--- config.mk ---
export PLATFORM = sky130hd
export DESIGN_NAME = spi_bus_scheduler
export DESIGN_NICKNAME = d
export VERILOG_FILES = /design/src/rtl/spi_bus_scheduler.sv
export SDC_FILE = /design/constraint.sdc
export NUM_CORES = 1
export LEC_CHECK = 0
export CAP_MARGIN = 0
export CORE_ASPECT_RATIO = 0.9
export CORE_UTILIZATION = 43
export CTS_CLUSTER_SIZE = 12
export DETAILED_ROUTE_END_ITERATION = 8
export PLACE_DENSITY = 0.81
export SETUP_SLACK_MARGIN = 0.4
export SYNTH_ARGS = -nofsm -noshare
export SYNTH_HDL_FRONTEND = slang
export SYNTH_SLANG_ARGS = --single-unit
--- constraint.sdc ---
create_clock -name i_clk -period 2.3 [get_ports i_clk]
set_input_delay 0.345 -clock i_clk [delete_from_list [all_inputs] [get_ports i_clk]]
set_output_delay 0.345 -clock i_clk [all_outputs]
set_load 0.03 [all_outputs]
--- src/rtl/spi_bus_scheduler.sv ---
// spi_bus_scheduler: round-robin sharing of one SPI controller among NUM_REQ requesters
module spi_bus_scheduler #(
    parameter int NUM_REQ  = 4,
    parameter int LEN_W    = 8,
    parameter int CS_SETUP = 4,
    parameter int CS_HOLD  = 4,
    parameter int TIMEOUT  = 1024
) (
    input  logic                     i_clk,
    input  logic                     i_rst_n,
    input  logic [NUM_REQ-1:0]       i_req,
    input  logic [NUM_REQ*LEN_W-1:0] i_len,
    input  logic [NUM_REQ*11-1:0]    i_cfg,
    output logic [NUM_REQ-1:0]       o_grant,
    input  logic [7:0]               i_wdata,
    input  logic                     i_wvalid,
    output logic                     o_wready,
    output logic [7:0]               o_rdata,
    output logic                     o_rvalid,
    output logic                     o_done,
    output logic                     o_err,
    output logic [NUM_REQ-1:0]       o_cs_n,
    output logic [10:0]              o_spi_config,
    output logic [7:0]               o_spi_tx,
    output logic                     o_spi_tx_valid,
    input  logic [7:0]               i_spi_rx,
    input  logic                     i_spi_rx_valid,
    input  logic                     i_spi_ready
);
    localparam int PW        = $clog2(NUM_REQ);
    localparam int TW        = $clog2(TIMEOUT + CS_SETUP + CS_HOLD + 1);
    localparam int SETUP_END = (CS_SETUP > 1) ? CS_SETUP - 2 : 0;

    typedef enum logic [2:0] {IDLE, ARB, SETUP, FETCH, SEND, RECV, HOLD, DONE} state_t;

    state_t               r_state, w_next;
    logic [PW-1:0]        r_ptr, r_idx, w_win, w_j;
    logic [NUM_REQ-1:0]   r_grant, r_cs_n;
    logic [LEN_W-1:0]     r_cnt, w_len;
    logic [10:0]          r_cfg;
    logic [7:0]           r_tx, r_rdata;
    logic                 r_tx_valid, r_rvalid, r_wready, r_err;
    logic [TW-1:0]        r_tcnt;
    logic                 w_accept, w_tmo;
    logic [LEN_W-1:0]     w_lens [NUM_REQ];
    logic [10:0]          w_cfgs [NUM_REQ];

    for (genvar g = 0; g < NUM_REQ; g++) begin : g_unpack
        assign w_lens[g] = i_len[g*LEN_W +: LEN_W];
        assign w_cfgs[g] = i_cfg[g*11 +: 11];
    end

    assign w_len    = w_lens[r_idx];
    assign w_accept = (r_state == FETCH) && i_wvalid && i_spi_ready;
    // Timeout only fires when the awaited handshake has not arrived this cycle.
    assign w_tmo    = (r_tcnt == TW'(TIMEOUT - 1)) &&
                      (((r_state == SEND) && i_spi_ready) || ((r_state == RECV) && !i_spi_rx_valid));

    // Lowest wrap distance from the pointer wins: later (nearer) iterations override.
    always_comb begin
        w_win = r_ptr;
        w_j   = '0;
        for (int i = NUM_REQ; i >= 1; i--) begin
            w_j = PW'((int'(r_ptr) + i) % NUM_REQ);
            if (i_req[w_j]) w_win = w_j;
        end
    end

    always_comb begin
        w_next = r_state;
        case (r_state)
            IDLE:  w_next = (|i_req) ? ARB : IDLE;
            ARB:   w_next = (w_len == '0) ? DONE : SETUP;
            SETUP: w_next = (r_tcnt == TW'(SETUP_END)) ? FETCH : SETUP;
            FETCH: w_next = w_accept ? SEND : FETCH;
            SEND:  w_next = !i_spi_ready ? RECV : (w_tmo ? HOLD : SEND);
            RECV:  w_next = i_spi_rx_valid ? ((r_cnt == LEN_W'(1)) ? HOLD : FETCH) : (w_tmo ? HOLD : RECV);
            HOLD:  w_next = (r_tcnt == TW'(CS_HOLD - 1)) ? DONE : HOLD;
            DONE:  w_next = IDLE;
        endcase
    end

    always_ff @(posedge i_clk) begin
        if (!i_rst_n) r_state <= IDLE;
        else          r_state <= w_next;
    end

    always_ff @(posedge i_clk) begin
        if (!i_rst_n) begin
            r_ptr      <= PW'(NUM_REQ - 1);
            r_idx      <= '0;
            r_grant    <= '0;
            r_cs_n     <= '1;
            r_cnt      <= '0;
            r_cfg      <= '0;
            r_tx       <= '0;
            r_tx_valid <= 1'b0;
            r_rdata    <= '0;
            r_rvalid   <= 1'b0;
            r_wready   <= 1'b0;
            r_err      <= 1'b0;
            r_tcnt     <= '0;
        end else begin
            r_tcnt   <= (w_next != r_state) ? '0 : r_tcnt + 1'b1;
            r_rvalid <= 1'b0;
            r_wready <= w_accept;
            case (r_state)
                IDLE: if (|i_req) begin
                    r_grant <= NUM_REQ'(1) << w_win;
                    r_idx   <= w_win;
                end
                ARB: begin
                    r_ptr <= r_idx;
                    r_cnt <= w_len;
                    r_cfg <= w_cfgs[r_idx];
                    r_err <= 1'b0;
                    if (w_len != '0) r_cs_n <= ~r_grant;
                end
                FETCH: if (w_accept) begin
                    r_tx       <= i_wdata;
                    r_tx_valid <= 1'b1;
                end
                SEND: if (!i_spi_ready || w_tmo) r_tx_valid <= 1'b0;
                RECV: if (i_spi_rx_valid) begin
                    r_rdata  <= i_spi_rx;
                    r_rvalid <= 1'b1;
                    r_cnt    <= r_cnt - 1'b1;
                end
                HOLD: if (w_next == DONE) r_cs_n <= '1;
                DONE: r_grant <= '0;
                default: ;
            endcase
            if (w_tmo) r_err <= 1'b1;
        end
    end

    assign o_grant        = r_grant;
    assign o_wready       = r_wready;
    assign o_rdata        = r_rdata;
    assign o_rvalid       = r_rvalid;
    assign o_done         = (r_state == DONE);
    assign o_err          = (r_state == DONE) && r_err;
    assign o_cs_n         = r_cs_n;
    assign o_spi_config   = r_cfg;
    assign o_spi_tx       = r_tx;
    assign o_spi_tx_valid = r_tx_valid;
endmodule

---- Word-level counts from Yosys, hierarchy flattened ----
Cells that the tools add are included.
word-level totals
  bits of input ports ..................... 101
  bits in registers ....................... 65
  output and inout port bits .............. 40
cells by class
  add/sub/neg operators ................... 6
  bitwise operators ....................... 3
  shift operators ......................... 1
  magnitude comparators ................... 5
  muxes and demuxes ....................... 42
  reductions and logical operators ........ 28
  equal/unequal tests ..................... 19
operators by type and width
  cell                   count
  $mux 8                 3
  $pmux 3 s8             1
  $bmux 11 s2            1
  $eq 11x2->1 const B    2
  $mux 11                2
  $bmux 8 s2             1
  $pmux 4 s2             2
  $pmux 8 s2             1
  $eq 3x3->1 const B     5
  $mux 2                 7
  $lt 2x3->1 const B     4
  $mux 1                 12
  $mux 3                 4
  $mux 4                 3
  $reduce_and 2->1       6
  $add 11x1->11 const B  1
  $eq 11x10->1 const B   1
  $ne 2x2->1 const B     5
  $reduce_bool 2->1      5
  $bmux 1 s2             4
  $eq 8x1->1 const B     1
  $logic_not 8->1        1
  $reduce_bool 8->1      1
  $sub 8x1->8 const B    1
  other kinds (19)       30

---- Depth between registers and ports, before layout ----
Gate-level depths: netlist of the first run.
  depth in word-level cells ............... 10
  mapped depth ............................ 8

---- Worst setup path after synthesis of the first run ----
OpenSTA, ideal clock, no wires.
  path type ............................... reg2reg
  start ................................... reg r_idx[0]
  end ..................................... reg r_tcnt[6]
  period minus slack after synthesis ...... 2.059 ns
  data required time ...................... 2.185 ns
  stages on the path, launching flop included .. 9
  arrival time ............................ 1.944 ns
  slack ................................... 0.241 ns
  library setup time ...................... 0.115 ns
  cells stage by stage .................... dfxtp_1 -> buf_6 -> mux4_2 -> nor4_2 -> nand4b_1 -> a41o_1 -> nand3_2 -> buf_6 -> nor2_1
on the way
  longest elaborated chain between the ends .. 9
ends and longest elaborated chain
  item                                        line  RTL
  start, declared                             37    logic [PW-1:0] r_ptr, r_idx, w_win, w_j;
  start signal, assigned                      110   r_idx <= w_win;
  $not 2->3 (not written as such)             53    assign w_len = w_lens[r_idx];
  $bmux 8 s2                                  53
  $mux 8 (not written as such) (2 in series)  53
  $logic_not 8->1                             73    ARB: w_next = (w_len == '0) ? DONE : SETUP;
  $mux 3                                      73
  $pmux 3 s8                                  71    case (r_state)
  $ne 3x3->1                                  104   r_tcnt <= (w_next != r_state) ? '0 : r_tcnt + 1'b1;
  $reduce_or 2->1 (no line)                   --
  end signal, assigned                        104
  end, declared                               43    logic [TW-1:0] r_tcnt;
No other way between the ends. The select of a mux whose other input is x is not followed.
A chain may end at the register's enable or synchronous reset.

---- Worst setup path in the final report of the first run ----
  start ................................... reg r_idx[0]
  end ..................................... reg r_tcnt[5]
Same word-level chain as after synthesis.

==> summary.md, run 1 <==
| Metric | Value |
|---|---|
| CTS Buf Count | `9` |
| H-tree depth reported by CTS | `3` |
| Fmax | `0.463 GHz` |
| Detailed-router iteration count before antenna repair | `4` |
| Post-route ant nets | `0` |
| Port bufs | `140` |
| Diode count | `0` |
| Height of the chip | `85.7 µm` |
| Initial antenna violation count | `0` |
| Post-synth EDFFs | `0` |
| Hold WC Path Type | `flop to flop` |
| Layout cell share with drive strength beyond 1 | `0.150` |
| WP data arrival | `2.39 ns` |
| Routed len/inst | `15.4 µm` |
| CTS tree | `built` |
| Post-synth top cells | `dfxtp_1, nand2_1, nor2_1` |
| Top cells by area, synth | `dfxtp_1, mux4_1, mux4_2, nand2_1, nor2_1` |
| Post-placement cell count | `615` |
| Core Area | `7540 µm²` |
| Lkg Pwr | `0.00194 µW` |
| Synth unique cells | `51` |
| Final Max Slew Viols | `0` |
| Top-count cell post-synth | `dfxtp_1` |
| Most used flip-flop cell after synthesis | `dfxtp_1` |
| Total vias in the final route | `3514` |
| Synthesized area | `3350 µm²` |
| Synth top area share | `0.388` |
| Status | `complete, no violations` |
| Switching share of power | `0.317` |
| Clock transition at path regs | `0.07 ns` |
| Gr usage total | `0.248` |
| Clock Latency Late Sink | `0.34 ns` |
| Mapped Nets | `479` |
| Sum Neg Setup Slack | `0 ns` |
| Setup slack, reg-to-reg | `0.14 ns` |
| Total power | `3750 µW` |
| PnR worst setup slack | `0.140 ns` |
| Unrepaired setup endpoints after global routing | `true` |
| First-pass GRT wire length | `15500 µm` |
| Core Rows | `30` |
| CP Capture Type | `flop` |
| Sequential area share after synthesis | `0.388` |
| Clk pwr share | `0.295` |
| Fin nets | `639` |
| Area Overhead vs Synth | `58.4%` |
| Tcrit/Tclk final | `0.939` |
| Max capacitance violation total | `0` |
| Vias in the first global route | `3442` |
| Syn Inst Count | `375` |
| Die ar. | `8150 µm²` |
| Initial Utilization | `0.444` |
| Critical path type | `flop to flop` |
| Final hold violations | `0` |
| Minimum clock period after layout | `2.16 ns` |
| Net Switching | `1190 µW` |
| Max VDD drop | `0.357 mV` |
| Sequential power share | `0.354` |
| Layout Cells excl Fill | `636` |
| Max Fanout on Critical Path | `6` |
| # clock sinks | `65` |
| Yosys warnings | `0` |
| Root buffer cell | `clkbuf_8` |
| GRT overflow | `0` |
| RD Place Congestion | `0.860` |
| CP required | `2.53 ns` |
| DRT iter0 DRCs | `206` |
| Max Root-Sink Buffers | `2` |
| Vias per inst | `5.53` |
| Pre-CTS WS | `-0.243 ns` |
| DP HPWL | `7470 µm` |
| Post-synth top area cell | `dfxtp_1` |
| #FFs+latches synth | `65` |
| Mean area per synthesized cell | `8.93 µm²` |
| Slew margin rel. | `0.553` |
| I/O pin count | `141` |
| Setup violations, final | `0` |
| Hold buffers post-CTS | `0` |
| Width of the die | `95.0 µm` |
| Largest net degree at the start of global routing | `28` |
| PwrDens | `708 nW/µm²` |
| Aggregate routed wire length | `9830 µm` |
| CP startpoint kind | `flop` |
| Share of synthesized flip-flops with an asynchronous set or reset | `0` |
| # DRC | `0` |
| Worst Max-Slew Pin Slew | `0.668 ns` |
| Comb pwr share | `0.350` |
| Fin Clk Skew | `0.00565 ns` |
| Int Power | `2570 µW` |
| WHS | `0.458 ns` |
-- path summary, 6_finish.rpt --
kind / startpoint / to / depth (start not counted)
setup / recovery: r_idx[0] / r_tcnt[5] / 7
hold / removal: o_rdata[5] / o_rdata[5] / 2
setup reg to reg: r_idx[0] / r_tcnt[5] / 7
hold reg to reg: o_rdata[5] / o_rdata[5] / 2
-- kinds of logic after synthesis --
| family | Yosys count | share of synthesized area |
|---|---|---|
| XOR/XNOR | 12 | 0.0314 |
| multiplexers | 29 | 0.168 |
| AND/OR/NAND/NOR | 158 | 0.217 |
| flip-flops | 65 | 0.388 |
| AO/OA/AOI/OAI | 73 | 0.140 |
| adder cells (fa/ha/maj) | 3 | 0.0112 |
| buffers and inverters | 35 | 0.0448 |
-- sequential cells by signal, indices dropped and copies added, names as in the netlist --
| register | flops |
|---|---|
| o_cs_n | 4 |
| r_ptr | 2 |
| o_spi_tx_valid | 1 |
| o_spi_config | 11 |
| o_spi_tx | 8 |
| o_rdata | 8 |
| o_grant | 4 |
| r_cnt | 8 |
| r_state | 3 |
| o_wready | 1 |
| r_idx | 2 |
| r_tcnt | 11 |
| o_rvalid | 1 |
| r_err | 1 |
-- cell type report --
| cell class | instances | area [µm²] |
|---|---|---|
| clock inverter | 4 | 75.1 |
| fill | 575 | 2240 |
| multi-input combinational | 276 | 1960 |
| timing repair buffer | 168 | 1630 |
| clock buffer | 12 | 155 |
| tap | 96 | 120 |
| sequential | 65 | 1310 |
| inverter | 15 | 56.3 |
-- routing by layer --
| metal | vias to the layer above | global-route usage | wire (µm) |
|---|---|---|---|
| met5 | - | 0 | 0 |
| met4 | 0 | 0.0909 | 185 |
| met3 | 19 | 0.0691 | 698 |
| met2 | 167 | 0.453 | 5140 |
| met1 | 1654 | 0.273 | 3810 |
| li1 | 1674 | - | - |
-- stage by stage --
stage,util,instance area (µm²)
after global placement,0.658,4970
after detailed placement,0.658,4970
after CTS,0.698,5270
final,0.703,5310
after floorplan,-,3350
after global routing,0.703,5310
-- critical path, cell delays in order (launching register included) --
cell and delay [ns]:
dfxtp_4 0.40, buf_12 0.13, mux4_2 0.55, nor4_4 0.25, nand4b_1 0.17, a41o_1 0.33
nand3_2 0.15, nor2_1 0.07
-- cell usage in the layout, fill, tap and decap left out, types with 5 or more instances in the layout --
cell / Yosys / routed
clkbuf_8: 0 / 11
nor3_1: 10 / 9
inv_1: 14 / 14
mux2i_1: 10 / 10
nand3_1: 14 / 13
mux4_1: 9 / 5
a21oi_1: 32 / 32
clkdlybuf4s50_1: 0 / 138
nor2_1: 48 / 46
o21ai_0: 9 / 9
xnor2_1: 8 / 8
buf_4: 0 / 25
nand2_1: 57 / 55
mux4_2: 10 / 14
dfxtp_1: 65 / 62
-- power by group through the flow --
stage | registers, µW | clock network (µW) | logic (µW)
2_1_floorplan | 1410 | 0 | 672
3_3_place_gp | 1340 | 0 | 1200
3_5_place_dp | 1350 | 0 | 1230
4_1_cts | 1330 | 1130 | 1280
5_1_grt | 1340 | 1170 | 1420
6_report | 1330 | 1110 | 1320
-- what timing repair did --
item | CTS | global route
buffers inserted | 4 | 0
pin swaps | 3 | 3
gates resized for setup | 18 | 12
cloned | 0 | 1
setup endpoints to repair | 19 | 25
(Power assumes the default switching activity.)
==> run 2: changes to the inputs <==
Settings changed: SETUP_SLACK_MARGIN 0.4 to not set, SKIP_CTS_REPAIR_TIMING set to 1.
==> summary.md, run 2 (synthesis results as in run 1) <==
| Metric | Value |
|---|---|
| CTS Buf Count | `9 (unchanged)` |
| Max Fanout on Critical Path | `11 (was 6)` |
| Clock transition at path regs | `0.07 ns (about the same)` |
| PnR worst setup slack | `0.0997 ns (was 0.140 ns)` |
| Total vias in the final route | `3359 (was 3514)` |
| Vias per inst | `5.35 (was 5.53)` |
| PwrDens | `664 nW/µm² (was 708 nW/µm²)` |
| Detailed-router iteration count before antenna repair | `5 (was 4)` |
| Final Max Slew Viols | `0 (unchanged)` |
| Lkg Pwr | `0.00191 µW (was 0.00194 µW)` |
| Area Overhead vs Synth | `53.2% (was 58.4%)` |
| # DRC | `0 (unchanged)` |
| Slowest stage cell, crit path | `mux4_1 (was mux4_2)` |
| CP Capture Type | `flop (unchanged)` |
| Status | `complete, no violations (unchanged)` |
| Layout cell share with drive strength beyond 1 | `0.102 (was 0.150)` |
| Slew margin rel. | `0.615 (was 0.553)` |
| Hold WC Path Type | `flop to flop (unchanged)` |
| Total power | `3410 µW (was 3750 µW)` |
| Width of the die | `95.0 µm (unchanged)` |
| Height of the chip | `85.7 µm (unchanged)` |
| Clock Latency Late Sink | `0.34 ns (about the same)` |
| Worst Max-Slew Pin Slew | `0.575 ns (was 0.668 ns)` |
| Sequential power share | `0.390 (was 0.354)` |
| Die ar. | `8150 µm² (unchanged)` |
| Largest net degree at the start of global routing | `26 (was 28)` |
| Gr usage total | `0.241 (was 0.248)` |
| Initial antenna violation count | `0 (unchanged)` |
| CP startpoint kind | `flop (unchanged)` |
| Crit-path cells | `mux4_1 -> nor4_4 -> nand4b_1 -> a41o_1 -> nand3_4 -> nor2_1 (was buf_12 -> mux4_2 -> nor4_4 -> nand4b_1 -> a41o_1 -> nand3_2 -> nor2_1)` |
| Core Rows | `30 (unchanged)` |
| Core Area | `7540 µm² (unchanged)` |
| Setup violations, final | `0 (unchanged)` |
| Fin Clk Skew | `0.00951 ns (was 0.00565 ns)` |
| Critical path type | `flop to flop (unchanged)` |
| Final design utilization | `0.680 (was 0.703)` |
| Max capacitance violation total | `0 (unchanged)` |
| Pre-CTS WS | `-0.205 ns (was -0.243 ns)` |
| Max VDD drop | `0.375 mV (was 0.357 mV)` |
| Commonest cells after routing, fill and taps aside | `clkdlybuf4s50_1, dfxtp_1, nand2_1 (unchanged)` |
| Switching share of power | `0.326 (was 0.317)` |
| Vias in the first global route | `3297 (was 3442)` |
| Placed cell areas | `4930 µm² (was 4970 µm²)` |
| Slowest stage delay, CP | `0.67 ns (was 0.55 ns)` |
| Int Power | `2300 µW (was 2570 µW)` |
| CP required | `2.53 ns (about the same)` |
| Net Switching | `1110 µW (was 1190 µW)` |
| RD Place Congestion | `0.877 (was 0.860)` |
| Post-route ant nets | `0 (unchanged)` |
| Filler Cell Count | `572 (was 575)` |
| Max Root-Sink Buffers | `2 (unchanged)` |
| Clk pwr share | `0.252 (was 0.295)` |
| Diode count | `0 (unchanged)` |
| Minimum clock period after layout | `2.20 ns (was 2.16 ns)` |
| I/O pin count | `141 (unchanged)` |
| Initial Utilization | `0.444 (unchanged)` |
| DRT iter0 DRCs | `146 (was 206)` |
| Most common cell after layout, fill and taps aside | `clkdlybuf4s50_1 (unchanged)` |
| GRT overflow | `0 (unchanged)` |
| Fin nets | `631 (was 639)` |
| Comb pwr share | `0.358 (was 0.350)` |
| CTS tree | `built (unchanged)` |
| Routed len/inst | `14.7 µm (was 15.4 µm)` |
| Fmax | `0.454 GHz (was 0.463 GHz)` |
| Aggregate routed wire length | `9260 µm (was 9830 µm)` |
| First-pass GRT wire length | `15100 µm (was 15500 µm)` |
| DP HPWL | `7240 µm (was 7470 µm)` |
| Sum Neg Setup Slack | `0 ns (unchanged)` |
| Cell area after layout | `5130 µm² (was 5310 µm²)` |
| H-tree depth reported by CTS | `3 (unchanged)` |
| Tcrit/Tclk final | `0.957 (was 0.939)` |
| Final hold violations | `0 (unchanged)` |
| Port bufs | `140 (unchanged)` |
| # clock sinks | `65 (unchanged)` |
| Root buffer cell | `clkbuf_8 (unchanged)` |
| Unrepaired setup endpoints after global routing | `false (was true)` |
| WP data arrival | `2.43 ns (was 2.39 ns)` |
run 2: cell count changes in the layout (fill, tap and decap cells not counted), moves of 3 or more:
cell / previous run / this run
a22oi_2: 4 / 0
mux4_2: 14 / 11
clkinv_2: 0 / 3
mux4_1: 5 / 8
buf_4: 25 / 20
a22oi_1: 2 / 6
run 2: stage by stage:
step                      hold slack, ns  instances
after floorplan                    0.446        375
after global placement             0.441        612
after detailed placement           0.448        612
after CTS                          0.457        628
after global routing               0.478        628
final                              0.454        628
run 2: layout make-up:
class / count / area [µm²] / share of cell area
clock buffers: 13 / 159 / 0.0310
clock inverters: 3 / 15.0 / 0.00293
inverters: 15 / 56.3 / 0.0110
multi-input cells: 275 / 1910 / 0.372
flip-flops and latches: 65 / 1310 / 0.254
well taps: 96 / 120 / 0.0234
repair buffers: 161 / 1570 / 0.305
run 2: path summary, 6_finish.rpt:
path,from,slack (ns),cells after the start,to
worst max-delay path,r_idx[0],0.1,6,r_tcnt[7]
worst min-delay path,o_rdata[1],0.45,2,o_rdata[1]
worst max register to register,r_idx[0],0.1,6,r_tcnt[7]
worst min register to register,o_rdata[1],0.45,2,o_rdata[1]
run 2: layer usage:
layer / global-route usage / share of wire
met4: 0.110 / 0.021
met3: 0.0452 / 0.064
met1: 0.290 / 0.40
met2: 0.416 / 0.51
met5: 0 / 0
run 2: worst max-delay path: cells and delay by family (launching register included):
kind / cells / cell delay (ns)
simple gates: 4 / 0.72
mux: 1 / 0.67
flops: 1 / 0.41
compound gates: 1 / 0.30
run 2: power groups by stage:
stage / Clock [µW] / Sequential [µW] / Combinational [µW]
floorplan: 0 / 1410 / 671
global placement: 0 / 1350 / 1180
detailed placement: 0 / 1350 / 1190
CTS: 881 / 1330 / 1200
global route: 925 / 1340 / 1330
finish: 858 / 1330 / 1220
